$ cat src/rtl/qpn_wrr_scheduler.sv
// Weighted round-robin arbiter feeding one registered QPN output stage.
// Per-channel weights set the burst length before the grant rotates.
module qpn_wrr_scheduler #(
  parameter int NUM_CHNL = 4,
  parameter int QPN_W    = 14,
  parameter int WGT_W    = 4,
  localparam int IDX_W   = (NUM_CHNL > 1) ? $clog2(NUM_CHNL) : 1
) (
  input  logic                      clk,
  input  logic                      rst,
  input  logic [NUM_CHNL-1:0]       chnl_qpn_valid,
  input  logic [NUM_CHNL*QPN_W-1:0] chnl_qpn_data,
  output logic [NUM_CHNL-1:0]       chnl_qpn_ready,
  input  logic [NUM_CHNL*WGT_W-1:0] chnl_weight,
  output logic                      qpn_valid,
  output logic [QPN_W-1:0]          qpn_data,
  output logic [IDX_W-1:0]          qpn_chnl,
  input  logic                      qpn_ready
);

  logic [IDX_W-1:0] cur_ptr_q, cur_ptr_d;
  logic [WGT_W-1:0] credit_q, credit_d;
  logic             qpn_valid_q, qpn_valid_d;
  logic [QPN_W-1:0] qpn_data_q, qpn_data_d;
  logic [IDX_W-1:0] qpn_chnl_q, qpn_chnl_d;

  logic             can_load;
  logic             hold;
  logic             rot_found;
  logic [IDX_W-1:0] rot_idx;
  logic [IDX_W-1:0] scan_idx;
  logic             any_grant;
  logic [IDX_W-1:0] gnt_idx;
  logic [WGT_W-1:0] rot_wgt;
  logic             accept;

  assign can_load = !qpn_valid_q || qpn_ready;
  assign hold     = chnl_qpn_valid[cur_ptr_q] && (credit_q != '0);

  // Scan cur_ptr+1 .. cur_ptr+NUM_CHNL so the current holder is checked last.
  always_comb begin
    // NOTE: every variable written here gets a default first so no latch is inferred.
    rot_found = 1'b0;
    rot_idx   = '0;
    scan_idx  = '0;
    for (int k = 1; k <= NUM_CHNL; k++) begin
      scan_idx = IDX_W'((int'(cur_ptr_q) + k) % NUM_CHNL);
      if (!rot_found && chnl_qpn_valid[scan_idx]) begin
        rot_found = 1'b1;
        rot_idx   = scan_idx;
      end
    end
  end

  assign any_grant = hold || rot_found;
  assign gnt_idx   = hold ? cur_ptr_q : rot_idx;
  assign rot_wgt   = chnl_weight[int'(rot_idx)*WGT_W +: WGT_W];
  assign accept    = can_load && any_grant;

  assign chnl_qpn_ready = accept ? (NUM_CHNL'(1) << gnt_idx) : '0;

  always_comb begin
    cur_ptr_d   = cur_ptr_q;
    credit_d    = credit_q;
    qpn_valid_d = qpn_valid_q;
    qpn_data_d  = qpn_data_q;
    qpn_chnl_d  = qpn_chnl_q;
    if (accept) begin
      qpn_valid_d = 1'b1;
      qpn_data_d  = chnl_qpn_data[int'(gnt_idx)*QPN_W +: QPN_W];
      qpn_chnl_d  = gnt_idx;
      cur_ptr_d   = gnt_idx;
      // A zero weight behaves as one, i.e. no extra credit after this grant.
      if (hold) credit_d = credit_q - 1'b1;
      else      credit_d = (rot_wgt == '0) ? '0 : rot_wgt - 1'b1;
    end else if (qpn_ready) begin
      qpn_valid_d = 1'b0;
    end
  end

  always_ff @(posedge clk) begin
    // NOTE: non-blocking assignments so all registers update from pre-edge values.
    if (rst) begin
      cur_ptr_q   <= IDX_W'(NUM_CHNL - 1);
      credit_q    <= '0;
      qpn_valid_q <= 1'b0;
      qpn_data_q  <= '0;
      qpn_chnl_q  <= '0;
    end else begin
      cur_ptr_q   <= cur_ptr_d;
      credit_q    <= credit_d;
      qpn_valid_q <= qpn_valid_d;
      qpn_data_q  <= qpn_data_d;
      qpn_chnl_q  <= qpn_chnl_d;
    end
  end

  assign qpn_valid = qpn_valid_q;
  assign qpn_data  = qpn_data_q;
  assign qpn_chnl  = qpn_chnl_q;

endmodule
$ cat config.mk
export PLATFORM = sky130hd
export DESIGN_NAME = qpn_wrr_scheduler
export DESIGN_NICKNAME = d
export VERILOG_FILES = /design/src/rtl/qpn_wrr_scheduler.sv
export SDC_FILE = /design/constraint.sdc
export NUM_CORES = 1
export LEC_CHECK = 0
export ABC_CLOCK_PERIOD_IN_PS = 4230
export CAP_MARGIN = 20
export CORE_MARGIN = 4
export CORE_UTILIZATION = 36
export CTS_CLUSTER_DIAMETER = 100
export DETAILED_ROUTE_END_ITERATION = 8
export PLACE_DENSITY = 0.8
export SLEW_MARGIN = 10
export SYNTH_ARGS = -nofsm -noshare
export SYNTH_HDL_FRONTEND = slang
export SYNTH_SLANG_ARGS = --single-unit
$ cat constraint.sdc
create_clock -name clk -period 4.23 [get_ports clk]
set_clock_uncertainty 0.2 [all_clocks]
set_input_delay 1.269 -clock clk [delete_from_list [all_inputs] [get_ports clk]]
set_output_delay 1.269 -clock clk [all_outputs]
set_load 0.02 [all_outputs]
==> results.py <==
metrics = {
    "outcome": {
        "status": "finished clean",
    },
    "power_and_ir_drop": {
        "power_density_nw_per_um2": 491,
        "p_total_mw": 1.53,
        "ir_drop_mv": 0.257,
        "cellLeakagePower_nw": 1.31,
    },
    "sta": {
        "rsz0062_at_grt": "true",
        "setup_viol": 0,
        "fin_tns_setup_ns": 0,
        "relSlewSlack": 0.563,
        "max_freq_ghz": 0.237,
        "slew_viol_final": 0,
        "worstMarginPinSlew_ns": 0.653,
        "hold_violations": 0,
        "whs_ns": 0.267,
        "finalCritPeriodShare": 0.996,
        "min_period_ns": 4.21,
    },
    "logic_synthesis": {
        "synthCells": 199,
        "yosys.area.top_type": "dfxtp_1",
        "ys.warnings.count": 0,
        "ys_top_cells_by_area": "dfxtp_1, mux2i_1, nor4_2",
        "synth_top_area_frac": 0.250,
        "syn_avg_cell_area_um2": 9.25,
        "synth_nets": 279,
        "synth_seq_cells": 23,
        "syn_area_um2": 1840,
        "yosysUniqueCellTypes": 41,
        "yosysSeqAreaShare": 0.250,
    },
    "global_routing": {
        "overflow": 0,
        "grt_pass1_wl_mm": 9.03,
        "antenna_found_initial": 0,
        "grt_pass1_vias": 2040,
        "grt_use_total": 0.178,
        "grt_max_degree": 25,
    },
    "die": {
        "start_util": 0.380,
        "die-area_um2": 6320,
        "row_count": 25,
        "die_y_um": 79.5,
        "die_x_um": 79.5,
        "ioPinCount": 100,
        "core_um2": 4850,
    },
    "final_layout": {
        "area.growth.synth_to_final_pct": 69.7,
        "num_antenna_cells": 0,
        "nFillCells": 412,
        "drive_gt1_frac": 0.210,
        "fin_util": 0.644,
        "multiInputGateArea_um2": 1300,
        "instances_no_fill": 381,
        "nNetsFinal": 395,
        "seqCellArea_um2": 460,
    },
    "critical_path": {
        "crit_arrival_ns": 2.75,
        "cp_max_fo": 3,
        "critPathRequiredTime_ns": 2.76,
        "startpoint_type": "primary input",
        "end_kind": "primary output",
        "worstSetupPathType": "primary input to primary output",
    },
    "routing": {
        "wirelength_mm": 5.79,
        "viasPerCell": 5.32,
        "drcViolationCount": 0,
        "num_vias": 2028,
        "routedWlPerCell_um": 15.2,
        "firstDrtPassIters": 4,
        "ant_nets": 0,
        "drt_iter0_drc": 123,
    },
    "clock_network": {
        "numCtsBuffers": 3,
        "cts_root_buffer": "clkbuf_8",
        "cts_max_path_buffers": 2,
        "clk_pin_slew_ns": 0.08,
        "cts_hold_buf": 0,
        "clock_sinks": 23,
        "cts_tree": "built",
        "htree_levels": 1,
        "clock_latency_ns": 0.27,
    },
    "placement": {
        "dp.cells": 372,
        "portBuffers": 99,
        "place_hpwl_mm": 4.64,
        "gp_congestion": 0.838,
    },
    "job": {
        "drv_cap": 0,
    },
    "worst_hold_path": {
        "hp-class": "flop to flop",
    },
}
==> power by group <==
group	total, mW	switching [mW]	internal, mW	leakage [nW]
sequential	0.344	0.0545	0.290	0.191
clock	0.141	0.0735	0.0674	0.0228
combinational	1.05	0.496	0.554	1.09
total	1.53	0.624	0.911	1.31
==> metal layers <==
metal / part of all wire / wire, um / GRT usage / vias up
met4: 0.015 / 88 / 0.0653 / 0
met5: 0 / 0 / 0 / -
met1: 0.39 / 2240 / 0.189 / 946
met3: 0.081 / 470 / 0.0474 / 7
li1: - / - / - / 1005
met2: 0.52 / 2990 / 0.331 / 70
==> cell type report <==
class | count | share of cell area
tap | 67 | 0.0268
sequential | 23 | 0.147
multi-input combinational | 155 | 0.416
inverter | 4 | 0.00481
clock buffer | 4 | 0.0144
timing repair buffer | 128 | 0.390
==> worst paths after layout <==
path | start | end | slack [ns] | cells past startpoint
max | chnl_qpn_valid[3] | chnl_qpn_ready[0] | 0.02 | 7
min | qpn_data[8]$_SDFFE_PP0P_ | qpn_data[8]$_SDFFE_PP0P_ | 0.27 | 1
min reg2reg | qpn_data[8]$_SDFFE_PP0P_ | qpn_data[8]$_SDFFE_PP0P_ | 0.27 | 1
max reg2reg | credit_q[1]$_SDFFE_PP0P_ | qpn_data[11]$_SDFFE_PP0P_ | 1.27 | 11
==> placed cells by master (no fill, tap or decap), drive strengths merged, types with 2 or more instances in the layout <==
cell type      instances
clkdlybuf4s50         91
mux2i                 39
buf                   37
dfxtp                 23
nor4                  16
nor2                  15
a21oi                  8
a221oi                 8
a211o                  8
o21bai                 7
nor3                   6
inv                    4
mux2                   4
nand2b                 4
and2                   4
o21ai                  4
nand2                  4
clkbuf                 4
a21o                   3
mux4                   3
a211oi                 3
nor2b                  2
a31oi                  2
nand3                  2
a21boi                 2
==> worst max-delay path, cell delays in order <==
cell,delay (ns)
buf_6,0.09
mux4_2,0.49
and2_4,0.17
o41ai_4,0.25
and2_4,0.22
and2_4,0.14
buf_6,0.11
==> synthesized netlist by cell type (all sizes together) <==
library cell,instances
a211o,8
a211oi,3
a21boi,2
a21o,3
a21oi,8
a221oi,8
a31oi,2
and2,4
buf,9
clkbuf,8
dfxtp,23
ha,1
inv,4
mux2,4
mux2i,39
mux4,3
nand2,4
nand2b,4
nand3,2
nand3b,1
nand4,1
nand4b,1
nor2,15
nor2b,2
nor3,6
nor3b,1
nor4,16
o2111ai,1
o21a,1
o21ai,4
o21bai,7
o31a,1
o32ai,1
o41ai,1
or3b,1
==> metrics by stage <==
step           instance area [um2]  worst slack, ns
5_1_grt                       3120          -0.0451
3_5_place_dp                  3030           -0.880
6_report                      3120           0.0154
2_1_floorplan                 1860          -0.0268
4_1_cts                       3110           -0.131
3_3_place_gp                  3030           -0.872
==> flip-flops by register name, summed over array words and instances, names as in the netlist <==
register,count
qpn_valid,1
cur_ptr_q,2
qpn_data,14
credit_q,4
qpn_chnl,2
==> logic make-up (layout without fill, tap and decap cells) <==
logic type / count (synthesis) / count (layout) / share of synthesized area
fa+ha+maj: 1 / 1 / 0.00680
compound gates: 50 / 50 / 0.204
flops: 23 / 23 / 0.250
simple gates: 58 / 58 / 0.202
mux: 46 / 46 / 0.273
buf+inv: 21 / 136 / 0.0639
==> repair_timing <==
item                       CTS  global route
pin swaps                    4             4
setup endpoints to repair    4             4
buffers inserted             4             1
gates resized for setup     46             2
Note: power is estimated with default switching activity, not from simulation.
